## config.mk

```make
export PLATFORM = sky130hd
export DESIGN_NAME = pl_frame_scheduler_flat
export DESIGN_NICKNAME = d
export VERILOG_FILES = /design/src/rtl/pl_frame_scheduler_if.sv /design/src/rtl/pl_frame_scheduler.sv /design/src/flat_wrapper.sv
export SDC_FILE = /design/constraint.sdc
export NUM_CORES = 1
export LEC_CHECK = 0
export ABC_AREA = 0
export CORE_ASPECT_RATIO = 1.4
export CORE_MARGIN = 5
export CORE_UTILIZATION = 55
export CTS_CLUSTER_SIZE = 10
export DETAILED_ROUTE_END_ITERATION = 8
export PLACE_DENSITY = 0.81
export SLEW_MARGIN = 20
export SYNTH_ARGS = -nofsm -noshare
export SYNTH_HDL_FRONTEND = slang
export SYNTH_SLANG_ARGS = --single-unit
```

## constraint.sdc

```tcl
create_clock -name sys_clk -period 4.95 [get_ports sys_clk]
set_input_delay 0.7425 -clock sys_clk [delete_from_list [all_inputs] [get_ports sys_clk]]
set_output_delay 0.7425 -clock sys_clk [all_outputs]
set_load 0.01 [all_outputs]
```

## src/rtl/pl_frame_scheduler_if.sv

```systemverilog
// Symbol-scheduler handshake bundle: strobe/config inputs toward the scheduler, slot decisions back out.
// master drives the strobe and configuration; slave is the scheduler.
interface pl_frame_scheduler_if;
  logic        fs_en;
  logic        enable;
  logic [9:0]  cfg_slots;
  logic        cfg_pilot_on;
  logic        frame_ready;
  logic        data_rdy;
  logic        underrun_clr;
  logic        sym_strobe;
  logic [1:0]  sym_sel;
  logic [6:0]  sym_idx;
  logic [9:0]  slot_idx;
  logic        dummy;
  logic        frame_sof;
  logic        frame_eof;
  logic        data_rd;
  logic        underrun;
  logic [15:0] frame_cnt;

  modport master (
    output fs_en, enable, cfg_slots, cfg_pilot_on, frame_ready, data_rdy, underrun_clr,
    input  sym_strobe, sym_sel, sym_idx, slot_idx, dummy, frame_sof, frame_eof,
           data_rd, underrun, frame_cnt
  );

  modport slave (
    input  fs_en, enable, cfg_slots, cfg_pilot_on, frame_ready, data_rdy, underrun_clr,
    output sym_strobe, sym_sel, sym_idx, slot_idx, dummy, frame_sof, frame_eof,
           data_rd, underrun, frame_cnt
  );
endinterface

```

## src/rtl/pl_frame_scheduler.sv

```systemverilog
// DVB-S2 PL-frame slot sequencer: each fs_en yields one registered symbol decision (1-cycle latency).
// Never stalls; a data pop with no upstream symbol only raises the sticky underrun flag.
module pl_frame_scheduler #(
  parameter int HDR_LEN         = 90,
  parameter int SLOT_LEN        = 90,
  parameter int PILOT_LEN       = 36,
  parameter int SLOTS_PER_PILOT = 16,
  parameter int DUMMY_SLOTS     = 36
) (
  input  logic                sys_clk,
  input  logic                glb_rst_n,
  pl_frame_scheduler_if.slave sif
);
  typedef enum logic [1:0] {
    SEG_IDLE  = 2'd0,
    SEG_HDR   = 2'd1,
    SEG_DATA  = 2'd2,
    SEG_PILOT = 2'd3
  } seg_e;

  localparam logic [6:0]  HDR_LAST     = 7'(HDR_LEN - 1);
  localparam logic [6:0]  SLOT_LAST    = 7'(SLOT_LEN - 1);
  localparam logic [6:0]  PILOT_LAST   = 7'(PILOT_LEN - 1);
  localparam logic [9:0]  DUMMY_LAST   = 10'(DUMMY_SLOTS - 1);
  localparam logic [10:0] PILOT_PERIOD = 11'(SLOTS_PER_PILOT);

  seg_e        seg_q, seg_d;
  logic [6:0]  sym_idx_q, sym_idx_d;
  logic [9:0]  slot_idx_q, slot_idx_d;
  logic [9:0]  slots_q, slots_d;
  logic        dummy_q, dummy_d;
  logic        pilot_on_q, pilot_on_d;
  logic        done_q, done_d;
  logic        strobe_q, strobe_d;
  logic        sof_q, sof_d;
  logic        eof_q, eof_d;
  logic        rd_q, rd_d;
  logic        underrun_q, underrun_d;
  logic [15:0] frame_cnt_q, frame_cnt_d;
  logic [9:0]  last_slot;
  logic [10:0] slots_done;
  logic        pilot_due;

  // done_q marks that the last emitted symbol closed a frame, so the next strobe starts afresh.
  assign last_slot  = dummy_q ? DUMMY_LAST : slots_q - 10'd1;
  assign slots_done = {1'b0, slot_idx_q} + 11'd1;
  assign pilot_due  = pilot_on_q && !dummy_q && ((slots_done % PILOT_PERIOD) == 11'd0);

  always_comb begin
    seg_d       = seg_q;
    sym_idx_d   = sym_idx_q;
    slot_idx_d  = slot_idx_q;
    slots_d     = slots_q;
    dummy_d     = dummy_q;
    pilot_on_d  = pilot_on_q;
    done_d      = done_q;
    strobe_d    = 1'b0;
    sof_d       = 1'b0;
    eof_d       = 1'b0;
    frame_cnt_d = frame_cnt_q;
    if (sif.fs_en) begin
      strobe_d = 1'b1;
      if (seg_q == SEG_IDLE || done_q) begin
        done_d     = 1'b0;
        sym_idx_d  = 7'd0;
        slot_idx_d = 10'd0;
        if (sif.enable) begin
          seg_d      = SEG_HDR;
          sof_d      = 1'b1;
          slots_d    = sif.cfg_slots;
          pilot_on_d = sif.cfg_pilot_on;
          dummy_d    = !sif.frame_ready || (sif.cfg_slots == 10'd0);
        end else begin
          seg_d = SEG_IDLE;
        end
      end else begin
        unique case (seg_q)
          SEG_HDR: begin
            if (sym_idx_q == HDR_LAST) begin
              seg_d      = SEG_DATA;
              sym_idx_d  = 7'd0;
              slot_idx_d = 10'd0;
            end else begin
              sym_idx_d = sym_idx_q + 7'd1;
            end
          end
          SEG_DATA: begin
            if (sym_idx_q == SLOT_LAST) begin
              sym_idx_d = 7'd0;
              if (pilot_due) seg_d = SEG_PILOT;
              else           slot_idx_d = slot_idx_q + 10'd1;
            end else begin
              sym_idx_d = sym_idx_q + 7'd1;
            end
          end
          SEG_PILOT: begin
            if (sym_idx_q == PILOT_LAST) begin
              seg_d      = SEG_DATA;
              sym_idx_d  = 7'd0;
              slot_idx_d = slot_idx_q + 10'd1;
            end else begin
              sym_idx_d = sym_idx_q + 7'd1;
            end
          end
          default: ;
        endcase
        if (seg_d == SEG_DATA && sym_idx_d == SLOT_LAST && slot_idx_d == last_slot) begin
          eof_d       = 1'b1;
          done_d      = 1'b1;
          frame_cnt_d = frame_cnt_q + 16'd1;
        end
      end
    end
    rd_d = strobe_d && (seg_d == SEG_DATA) && !dummy_d;
    // A fresh starvation in the same cycle as a clear must survive.
    if (rd_q && !sif.data_rdy) underrun_d = 1'b1;
    else if (sif.underrun_clr) underrun_d = 1'b0;
    else                       underrun_d = underrun_q;
  end

  always_ff @(posedge sys_clk or negedge glb_rst_n) begin
    if (!glb_rst_n) begin
      seg_q       <= SEG_IDLE;
      sym_idx_q   <= 7'd0;
      slot_idx_q  <= 10'd0;
      slots_q     <= 10'd0;
      dummy_q     <= 1'b0;
      pilot_on_q  <= 1'b0;
      done_q      <= 1'b0;
      strobe_q    <= 1'b0;
      sof_q       <= 1'b0;
      eof_q       <= 1'b0;
      rd_q        <= 1'b0;
      underrun_q  <= 1'b0;
      frame_cnt_q <= 16'd0;
    end else begin
      seg_q       <= seg_d;
      sym_idx_q   <= sym_idx_d;
      slot_idx_q  <= slot_idx_d;
      slots_q     <= slots_d;
      dummy_q     <= dummy_d;
      pilot_on_q  <= pilot_on_d;
      done_q      <= done_d;
      strobe_q    <= strobe_d;
      sof_q       <= sof_d;
      eof_q       <= eof_d;
      rd_q        <= rd_d;
      underrun_q  <= underrun_d;
      frame_cnt_q <= frame_cnt_d;
    end
  end

  assign sif.sym_strobe = strobe_q;
  assign sif.sym_sel    = seg_q;
  assign sif.sym_idx    = sym_idx_q;
  assign sif.slot_idx   = slot_idx_q;
  assign sif.dummy      = dummy_q;
  assign sif.frame_sof  = sof_q;
  assign sif.frame_eof  = eof_q;
  assign sif.data_rd    = rd_q;
  assign sif.underrun   = underrun_q;
  assign sif.frame_cnt  = frame_cnt_q;
endmodule

```

## src/flat_wrapper.sv

```systemverilog
// flat-port wrapper written by rule: the top's interface ports become plain ports
module pl_frame_scheduler_flat 
#(
  parameter int HDR_LEN         = 90,
  parameter int SLOT_LEN        = 90,
  parameter int PILOT_LEN       = 36,
  parameter int SLOTS_PER_PILOT = 16,
  parameter int DUMMY_SLOTS     = 36
)
  (sys_clk, glb_rst_n, sif_fs_en, sif_enable, sif_cfg_slots, sif_cfg_pilot_on, sif_frame_ready, sif_data_rdy, sif_underrun_clr, sif_sym_strobe, sif_sym_sel, sif_sym_idx, sif_slot_idx, sif_dummy, sif_frame_sof, sif_frame_eof, sif_data_rd, sif_underrun, sif_frame_cnt);
  pl_frame_scheduler_if sif_i ();
  input  logic sys_clk;
  input  logic glb_rst_n;
  input wire logic [$bits(sif_i.fs_en)-1:0] sif_fs_en;
  input wire logic [$bits(sif_i.enable)-1:0] sif_enable;
  input wire logic [$bits(sif_i.cfg_slots)-1:0] sif_cfg_slots;
  input wire logic [$bits(sif_i.cfg_pilot_on)-1:0] sif_cfg_pilot_on;
  input wire logic [$bits(sif_i.frame_ready)-1:0] sif_frame_ready;
  input wire logic [$bits(sif_i.data_rdy)-1:0] sif_data_rdy;
  input wire logic [$bits(sif_i.underrun_clr)-1:0] sif_underrun_clr;
  output wire logic [$bits(sif_i.sym_strobe)-1:0] sif_sym_strobe;
  output wire logic [$bits(sif_i.sym_sel)-1:0] sif_sym_sel;
  output wire logic [$bits(sif_i.sym_idx)-1:0] sif_sym_idx;
  output wire logic [$bits(sif_i.slot_idx)-1:0] sif_slot_idx;
  output wire logic [$bits(sif_i.dummy)-1:0] sif_dummy;
  output wire logic [$bits(sif_i.frame_sof)-1:0] sif_frame_sof;
  output wire logic [$bits(sif_i.frame_eof)-1:0] sif_frame_eof;
  output wire logic [$bits(sif_i.data_rd)-1:0] sif_data_rd;
  output wire logic [$bits(sif_i.underrun)-1:0] sif_underrun;
  output wire logic [$bits(sif_i.frame_cnt)-1:0] sif_frame_cnt;
  assign sif_i.fs_en = sif_fs_en;
  assign sif_i.enable = sif_enable;
  assign sif_i.cfg_slots = sif_cfg_slots;
  assign sif_i.cfg_pilot_on = sif_cfg_pilot_on;
  assign sif_i.frame_ready = sif_frame_ready;
  assign sif_i.data_rdy = sif_data_rdy;
  assign sif_i.underrun_clr = sif_underrun_clr;
  assign sif_sym_strobe = sif_i.sym_strobe;
  assign sif_sym_sel = sif_i.sym_sel;
  assign sif_sym_idx = sif_i.sym_idx;
  assign sif_slot_idx = sif_i.slot_idx;
  assign sif_dummy = sif_i.dummy;
  assign sif_frame_sof = sif_i.frame_sof;
  assign sif_frame_eof = sif_i.frame_eof;
  assign sif_data_rd = sif_i.data_rd;
  assign sif_underrun = sif_i.underrun;
  assign sif_frame_cnt = sif_i.frame_cnt;
  pl_frame_scheduler #(.HDR_LEN(HDR_LEN), .SLOT_LEN(SLOT_LEN), .PILOT_LEN(PILOT_LEN), .SLOTS_PER_PILOT(SLOTS_PER_PILOT), .DUMMY_SLOTS(DUMMY_SLOTS)) u_core (.sys_clk(sys_clk), .glb_rst_n(glb_rst_n), .sif(sif_i));
endmodule
```

==> summary.txt, run 1 <==
Finish
  • N_diodes: 0
  • Ratio of cells with drive above 1 in the final layout: slightly above 5%
  • Layout fillers: approximately 570
  • Cell Count, Final, Fillers Out: between 500 and 600
  • Layout Nets: 519
  • Area delta synth->final: 19.47%

CTS
  • Post-CTS sizing: 0
  • Clk_lat worst skew: a little over 300 ps
  • Sink Count: 53
  • Post-CTS setup buffer count: 0
  • CTS H-tree lvls: 2
  • CTS tree: yes
  • Worst-path clk slew: 100 ps
  • CTS buffer count: 5
  • Clock tree root driver cell: clkbuf_8
  • Maximum buffer depth of the clock tree: 2
  • Hold bufs inserted after CTS: 0

Setup path
  • CP required: just over 5000 ps
  • WP data arrival: approximately 4300 ps
  • Crit start category: flop
  • Worst reg2reg path endpoint: u_core.sif.frame_cnt[14]
  • Reg-to-Reg Start: u_core.sif.sym_sel[0]
  • Flop2flop setup slack: just over 800 ps
  • CP endpoint kind: flop
  • Critical path peak fanout: 21
  • WS Path Type: reg2reg
  • R2r worst-path depth: 12

Global routing
  • First-pass GRT wire length: 17,580 um
  • Largest net degree at the start of global routing: 54
  • Total track usage: 25.94%
  • Initial antenna violation count: 0
  • Remaining global-route overflow: 0
  • Vias in the first global route: 3,600

Placed design
  • Cells after DPL: 575
  • GPL Wtd Cong: ~0.96
  • I/O Buffers: between 50 and 60
  • Final HPWL DP: roughly 8000 um

Hold path
  • Hold path depth: 1
  • WHS Endpoint: u_core.sif.frame_cnt[15]
  • Hold path start: u_core.sif.frame_cnt[15]
  • HP Class: reg2reg

Synthesis
  • Avg Inst Size Synth: between 8 and 9 um^2
  • Syn_nets: 470
  • Post-Syn Area: between 3000 and 4000 um^2
  • Post-Syn Instances: 441
  • Async set or reset register ratio after synthesis: between 90% and 100%
  • Main flop type after synthesis: dfrtp_1
  • EDFF count, synth: 0
  • Ys Warns: 0
  • Seq cells post-synth: 53
  • Seq/Total Area, Yosys: 35.40%
  • Distinct cell type count after synthesis: 70

Floorplanning
  • Die Footprint: approximately 8600 um^2
  • DIE WIDTH: between 70 and 80 um
  • Number of core rows: 35
  • Initial core utilization: 56.65%
  • Ports: 59
  • Die Ht: 107.7 um
  • Core box area: ~6600 um^2

Route
  • Routed wire length: between 10,000 and 15,000 um
  • Detailed Routing Iterations Pass 1: 4
  • Vias/cell: 6.154
  • DRC viols: 0
  • Total number of vias: ~3,600
  • Final ANT Viol Nets: 0
  • Routed wire per std cell: approximately 18 um
  • Initial drt markers: approximately 340

Run status
  • Outcome: complete, no violations

Power and ir drop
  • LEAKAGE: approximately 0.0019 uW
  • P per Cell Area: about 280 nW/um^2
  • Total power: roughly 1300 uW
  • VDD IR max: 0.2108 mV

STA
  • Final setup vio count: 0
  • Final Skew: about 8.7 ps
  • Setup TNS: 0 ps
  • Pins Over Slew Limit: 0
  • Hold violation total from the final report: 0
  • Worst Tran Pin Value: around 740 ps
  • Final period util: between 80% and 90%
  • Crit path time final: a little over 4000 ps
  • RSZ-0062 raised after global routing: false
  • Max-Slew Margin vs Limit: between 50% and 60%
  • Fmax: ~240 MHz
  • Worst hold slack: about 470 ps

Run
  • Max-cap viol count: 0
## worst max-delay path by stage
stage | startpoint | end | depth (start not counted)
detailed placement | sif_fs_en | u_core.sif.frame_cnt[14] | 9
floorplan | u_core.sif.sym_sel[0] | u_core.sif.frame_cnt[6] | 11
finish | u_core.sif.sym_sel[0] | u_core.sif.frame_cnt[14] | 12
CTS | u_core.sif.sym_sel[0] | u_core.sif.frame_cnt[14] | 12
global route | u_core.sif.sym_sel[0] | u_core.sif.frame_cnt[12] | 12
global placement | sif_fs_en | u_core.sif.frame_cnt[6] | 9
## Yosys cell counts (4+ instances only)
library cell / n / share of area [%]
inv_1: 24 / 2.4
o31ai_1: 9 / 1.8
nand4b_1: 5 / 1.2
or4_1: 6 / 1.2
o41ai_1: 5 / 1.2
nand4_1: 13 / 2.2
dfrtp_1: 53 / 35
or3_1: 7 / 1.2
nor3_1: 11 / 1.5
a211oi_1: 4 / 0.80
xor2_1: 8 / 1.9
nand2b_1: 5 / 0.84
a21oi_1: 16 / 2.1
o21ai_0: 26 / 3.5
clkbuf_1: 12 / 1.2
and2_1: 4 / 0.67
nand3_1: 14 / 1.9
ha_1: 11 / 3.7
buf_4: 4 / 0.80
a31oi_1: 8 / 1.3
a311oi_1: 4 / 0.94
o22ai_1: 8 / 1.3
nor2_1: 24 / 2.4
xnor2_1: 19 / 4.4
and3_1: 15 / 2.5
nand2_1: 65 / 6.5
## layout by cell type (no fill, tap or decap), drive strengths merged, types with 5 or more instances in the layout
cell type,n
and3,15
nand4,13
ha,11
a31oi,8
xor2,8
nor2,24
nand2,65
o31ai,9
clkdlybuf4s50,57
o21ai,27
inv,25
xnor2,20
o22ai,8
a21oi,16
o41ai,5
clkbuf,5
nand3,14
buf,6
nor3,12
dfrtp,53
or4,7
nand4b,6
nand2b,5
or3,7
## routing by layer
layer	part of all wire, %	GRT usage (%)
met2	52	46.12
met3	4.8	3.685
met5	0	0
met1	39	30.15
met4	3.9	12.44
## sequential cells by signal, indices dropped and copies added, names as in the netlist
register and count:
u_core.sif.sym_strobe 1, u_core.sif.dummy 1, u_core.slots_q 10, u_core.sif.data_rd 1, u_core.pilot_on_q 1, u_core.sif.frame_cnt 16, u_core.sif.frame_eof 1, u_core.sif.slot_idx 10
u_core.sif.underrun 1, u_core.sif.sym_sel 2, u_core.done_q 1, u_core.sif.sym_idx 7, u_core.sif.frame_sof 1
## where the power goes
group	total [uW]	switching, uW	internal, uW
Combinational	433	264	169
Clock	303	151	152
Sequential	526	55.5	471
Total	1260	470	792
## cell type report
class | count | area, um^2 | share of cell area (%)
Tap cell | 92 | 115.1 | 2.572
Clock inverter | 3 | 43.79 | 0.9785
Inverter | 24 | 90.09 | 2.013
Sequential cell | 53 | 1326 | 29.63
Clock buffer | 5 | 68.82 | 1.538
Multi-Input combinational cell | 343 | 2218 | 49.57
Timing Repair Buffer | 63 | 613.1 | 13.70
## worst max-delay path: stages (launching register included)
cell and delay, ps:
dfrtp_1 450, inv_1 120, ha_1 280, buf_4 240, nor4b_1 290, a31oi_1 80, o21ai_0 140, or3b_1 380
or4_1 530, or4_4 550, nor4_4 580, nand4b_1 200, xnor2_1 160
## stage by stage
| stage | utilization (%) | setup WS (ps) | cell area (um^2) |
|---|---|---|---|
| after CTS | 67.68 | 825.4 | 4476 |
| after global placement | 65.98 | 911.4 | 4363 |
| after floorplan | - | 1355 | 3746 |
| after detailed placement | 65.98 | 788.4 | 4363 |
| after global routing | 67.68 | 509.3 | 4476 |
| final | 67.68 | 821.9 | 4476 |
## kinds of logic after synthesis
| group | share of synthesized area, % |
|---|---|
| AO/OA/AOI/OAI | 20.57 |
| XOR/XNOR | 6.747 |
| adder cells (fa/ha/maj) | 3.674 |
| buffers and inverters | 5.377 |
| flip-flops | 35.40 |
| multiplexers | 0.8684 |
| AND/OR/NAND/NOR | 27.35 |
No activity file was read; power rests on OpenSTA's default activity.
==> run 2, diff against run 1 <==
- CORE_UTILIZATION: 55 -> 49
- PLACE_DENSITY: 0.81 -> 0.77
- clock period: 4.95 -> 3.35 ns (I/O delays scaled with it)
==> summary.txt, run 2 (synthesized netlist as in run 1, its figures left out) <==
Route
  • WL met3: about 600 um
  • DRC viols: 0
  • Routed wire per std cell: approximately 19 um
  • Vias/cell: around 6.1
  • Initial drt markers: ~280
  • Detailed Routing Iterations Pass 1: 5
  • Met1 wire length: 4416 um
  • Total number of vias: 4,026
  • Top Layer Used: met4
  • Met2 WL: ~6600 um
  • Final ANT Viol Nets: 0
  • Routed wire length: between 10,000 and 15,000 um

Setup path
  • CP max stage cell: or4b_4
  • Cell chain of the critical path: ha_4 -> or4b_4 -> o21ai_4 -> buf_4 -> nand3_2 -> or3_4 -> xor2_1 -> a22o_1 -> nor4_4 -> buf_4 -> nand4b_1 -> xnor2_1
  • Crit start category: flop
  • Most frequent CP cell: buf_4
  • Crit. Startpoint: u_core.sif.sym_idx[0]
  • Reg-to-Reg Start: u_core.sif.sym_idx[0]
  • Buffer and inverter count on the worst path: 2
  • Top Family by Delay on Critical Path: simple AND/OR/NAND/NOR gates
  • CP required: ~3600 ps
  • CP endpoint kind: flop
  • Worst path max stage delay: between 400 and 500 ps
  • WP data arrival: about 3600 ps
  • Critical path peak fanout: 5
  • WS Path Type: reg2reg

Global routing
  • Vias in the first global route: 4,094
  • Largest net degree at the start of global routing: 33
  • First-pass GRT wire length: roughly 20,000 um
  • Remaining global-route overflow: 0
  • Initial antenna violation count: 0
  • Total track usage: about 26%

Finish
  • Reg area: between 1000 and 1500 um^2
  • Final design utilization: just over 70%
  • N_diodes: 0
  • Ratio of cells with drive above 1 in the final layout: roughly a quarter
  • Layout fillers: between 600 and 700
  • Highest-count cells in the layout ignoring fill and taps: 81 x buf_4, 65 x nand2_1, 57 x clkdlybuf4s50_1
  • Cell Count, Final, Fillers Out: ~670
  • Layout Nets: around 600
  • Flip-flop count of the largest register after layout: 16
  • Area delta synth->final: 39.71%
  • Multi-input logic area: between 2000 and 2500 um^2
  • Most common cell after layout, fill and taps aside: buf_4

STA
  • RSZ-0062 raised after global routing: true
  • Crit path time final: between 3000 and 4000 ps
  • Pins Over Slew Limit: 0
  • Final setup vio count: 10
  • Final worst slack: -59.15 ps
  • Max-Slew Margin vs Limit: ~66%
  • Final Skew: between 10 and 15 ps
  • Final period util: 101.8%
  • Worst Tran Pin Value: slightly above 500 ps
  • Fmax: roughly 300 MHz
  • Hold violation total from the final report: 0

Floorplanning
  • Number of core rows: 37
  • Ports: roughly 60
  • Die Ht: around 110 um
  • Initial core utilization: around 51%
  • Die Footprint: roughly 9500 um^2
  • Core box area: 7407 um^2
  • DIE WIDTH: between 80 and 90 um

CTS
  • CTS tree: yes
  • CTS buffer count: 5
  • Sink Count: 53
  • Clock tree root driver cell: clkbuf_8
  • Maximum buffer depth of the clock tree: 2
  • Worst-path clk slew: 110 ps
  • CTS H-tree lvls: 2
  • Clk_lat worst skew: 320 ps

Placed design
  • I/O Buffers: between 50 and 60
  • GPL Wtd Cong: 0.9640
  • Cells after DPL: between 600 and 700
  • Final HPWL DP: around 9600 um

Run
  • Max-cap viol count: 0

Run status
  • Outcome: finished, violations left
  • Failing checks: negative setup slack

Power and ir drop
  • P per Cell Area: between 300 and 400 nW/um^2
  • LEAKAGE: about 0.0023 uW
  • VDD IR max: around 0.23 mV

Hold path
  • HP Class: in2async
run 2: where the power goes:
group          internal (uW)  switching [uW]
Combinational            398             469
Clock                    150             230
Sequential               697            70.4
run 2: cell type report:
| class | count | area share [%] |
|---|---|---|
| tap | 97 | 2.319 |
| multi-input combinational | 343 | 46.02 |
| clock inverter | 2 | 0.2630 |
| sequential | 53 | 25.46 |
| inverter | 24 | 1.721 |
| timing repair buffer | 140 | 22.83 |
| clock buffer | 6 | 1.387 |
run 2: worst paths after layout:
path | endpoint | slack, ps | cells past startpoint
setup / recovery | u_core.sif.frame_cnt[14] | -60 | 12
hold / removal | u_core.sif.sym_idx[0] | 150 | 1
max in group asynchronous | u_core.sif.slot_idx[7] | 2410 | 2
hold reg to reg | u_core.sif.frame_cnt[15] | 480 | 1
setup reg to reg | u_core.sif.frame_cnt[14] | -60 | 12
min in group sys_clk | u_core.sif.frame_cnt[15] | 480 | 1
run 2: per-stage QoR:
| step | hold WS (ps) | setup TNS [ps] | power, uW | area [um^2] | setup WS (ps) |
|---|---|---|---|---|---|
| 4_1_cts | 158.2 | -733.4 | 1973 | 5096 | -96.60 |
| 2_1_floorplan | 206.9 | -210.5 | 1228 | 3814 | -27.16 |
| 5_1_grt | 187.7 | -2318 | 2131 | 5234 | -224.7 |
| 6_report | 145.7 | -334.1 | 2014 | 5234 | -59.15 |
| 3_5_place_dp | 455.6 | -1406 | 1570 | 4932 | -164.0 |
| 3_3_place_gp | 463.6 | -1842 | 1561 | 4932 | -171.1 |
run 2: metal layers:
metal	GRT usage, %	up-vias
li1	-	1886
met1	28.06	1929
met2	47.58	151
met3	3.974	60
met4	15.13	0
met5	0	-
run 2: repair_timing:
| item | CTS | global route |
|---|---|---|
| hold buffers | 0 | 0 |
| pin swaps | 17 | 12 |
| cloned | 1 | 0 |
| setup endpoints to repair | 14 | 17 |
| buffers inserted | 4 | 6 |
| resized for setup | 10 | 21 |
==> run 3, diff against run 2 <==
- CTS_BUF_LIST: default -> sky130_fd_sc_hd__clkbuf_8 sky130_fd_sc_hd__clkbuf_16
==> summary.txt, run 3 (synthesized netlist as in run 1, its figures left out) <==
Power and ir drop
  • P per Cell Area: approximately 380 nW/um^2
  • LEAKAGE: between 0.002 and 0.0025 uW
  • VDD IR max: about 0.24 mV

Floorplanning
  • Initial core utilization: between 50% and 60%
  • Core box area: approximately 7400 um^2
  • Number of core rows: 37
  • Ports: around 60
  • Die Footprint: between 9000 and 10,000 um^2
  • Die Ht: 113.5 um
  • DIE WIDTH: between 80 and 90 um

STA
  • Fmax: 292.4 MHz
  • Worst Tran Pin Value: around 520 ps
  • Setup TNS: -391.7 ps
  • Final Skew: between 10 and 15 ps
  • Pins Over Slew Limit: 0
  • Final worst slack: -69.94 ps
  • Final period util: 102.1%
  • Max-Slew Margin vs Limit: roughly 65%
  • Final setup vio count: 9
  • Hold violation total from the final report: 0
  • RSZ-0062 raised after global routing: true
  • Crit path time final: ~3400 ps

Finish
  • Layout Nets: just under 600
  • Final design utilization: between 70% and 80%
  • N_diodes: 0
  • Most common cell after layout, fill and taps aside: buf_4
  • Ratio of cells with drive above 1 in the final layout: between 20% and 30%
  • Flip-flop count of the largest register after layout: 16
  • Area delta synth->final: 39.61%
  • Highest-count cells in the layout ignoring fill and taps: 81 x buf_4, 65 x nand2_1, 57 x clkdlybuf4s50_1
  • Post-route cell area: roughly 5200 um^2

CTS
  • Clock tree root driver cell: clkbuf_8
  • CTS tree: yes
  • Maximum buffer depth of the clock tree: 2
  • CTS buffer count: 5
  • Clk_lat worst skew: about 320 ps
  • Hold bufs inserted after CTS: 0
  • Sink Count: 53
  • Worst-path clk slew: between 100 and 150 ps
  • CTS H-tree lvls: 2

Setup path
  • Cell chain of the critical path: ha_4 -> or4b_4 -> o21ai_4 -> buf_4 -> nand3_2 -> or3_4 -> xor2_1 -> a22o_1 -> nor4_4 -> buf_4 -> nand4b_1 -> xnor2_1
  • Critical path peak fanout: 5
  • WS Path Type: reg2reg
  • Flop2flop setup slack: -70 ps
  • Top Family by Delay on Critical Path: simple AND/OR/NAND/NOR gates
  • Buffer and inverter count on the worst path: 2
  • Reg-to-Reg Start: u_core.sif.sym_idx[0]
  • Worst reg2reg path endpoint: u_core.sif.frame_cnt[14]
  • CP endpoint kind: flop
  • R2r worst-path depth: 12
  • CP required: approximately 3600 ps
  • CP max stage cell: or4b_4
  • Most frequent CP cell: buf_4
  • WP data arrival: 3620 ps
  • Worst path max stage delay: 490 ps
  • Crit start category: flop

Route
  • Routed wire length: 12,410 um
  • Detailed Routing Iterations Pass 1: 7
  • DRC viols: 0
  • Routed wire per std cell: around 19 um
  • Total number of vias: 4,023
  • Final ANT Viol Nets: 0
  • Vias/cell: 6.050
  • Initial drt markers: around 330

Global routing
  • Remaining global-route overflow: 0
  • Initial antenna violation count: 0
  • Total track usage: about 26%
  • Largest net degree at the start of global routing: 33
  • Vias in the first global route: just over 4,000
  • First-pass GRT wire length: approximately 20,000 um

Placed design
  • I/O Buffers: between 50 and 60
  • GPL Wtd Cong: 0.9640
  • Area after DPL: a little under 5000 um^2
  • Pre-CTS setup slack: -164.0 ps
  • Final HPWL DP: 9581 um

Run status
  • Outcome: finished, violations left
  • Failing checks: negative setup slack

Run
  • Max-cap viol count: 0

Hold path
  • HP Class: in2async
[run 3: per-layer routing]
metal	global-route usage (%)	routed length (um)
met4	15.13	741
met2	47.58	6631
met5	0	0
met1	28.06	4317
met3	3.974	724
[run 3: worst max path at each step]
stage                           from                       end  depth (start not counted)
6_report       u_core.sif.sym_idx[0]  u_core.sif.frame_cnt[14]                         12
5_1_grt        u_core.sif.sym_idx[0]   u_core.sif.frame_cnt[8]                         11
4_1_cts        u_core.sif.sym_idx[0]  u_core.sif.frame_cnt[14]                         11
3_5_place_dp   u_core.sif.sym_idx[0]  u_core.sif.frame_cnt[14]                         11
3_3_place_gp   u_core.sif.sym_idx[3]  u_core.sif.frame_cnt[15]                         11
2_1_floorplan  u_core.sif.sym_idx[0]   u_core.sif.frame_cnt[6]                          9
[run 3: metrics by stage]
| step | total power, uW | hold WS, ps | instances |
|---|---|---|---|
| 2_1_floorplan | 1228 | 206.9 | 441 |
| 3_3_place_gp | 1561 | 463.6 | 646 |
| 3_5_place_dp | 1570 | 455.6 | 646 |
| 4_1_cts | 1970 | 158.2 | 659 |
| 5_1_grt | 2128 | 187.7 | 665 |
| 6_report | 2011 | 147.6 | 665 |
[run 3: layout make-up]
type / instances / area [um^2]
clock inverter: 3 / 17.52
tap: 97 / 121.4
clock buffer: 5 / 68.82
fill: 616 / 2177
timing repair buffer: 140 / 1195
sequential: 53 / 1333
multi-input combinational: 343 / 2405
inverter: 24 / 90.09
[run 3: report_power, final]
part	switching [uW]	total, uW	internal [uW]	leakage [uW]
Clock	230	377	147	0.0000497
Sequential	70.4	767	697	0.000703
Combinational	468	867	398	0.00154
Total	769	2010	1240	0.00229
[run 3: worst reg2reg max path, delay by kind of cell (launching register included)]
kind / cells / cell delay, ps
AND/OR/NAND/NOR: 5 / 1510
adder cells (fa/ha/maj): 1 / 200
flip-flops: 1 / 460
XOR/XNOR: 2 / 350
buffers and inverters: 2 / 340
AO/OA/AOI/OAI: 2 / 460
[run 3: repair_timing]
action	CTS	global route
gates resized for setup	10	20
pin swaps	17	13
setup buffers	4	6
cloned	1	0
endpoints found under the setup margin	14	17
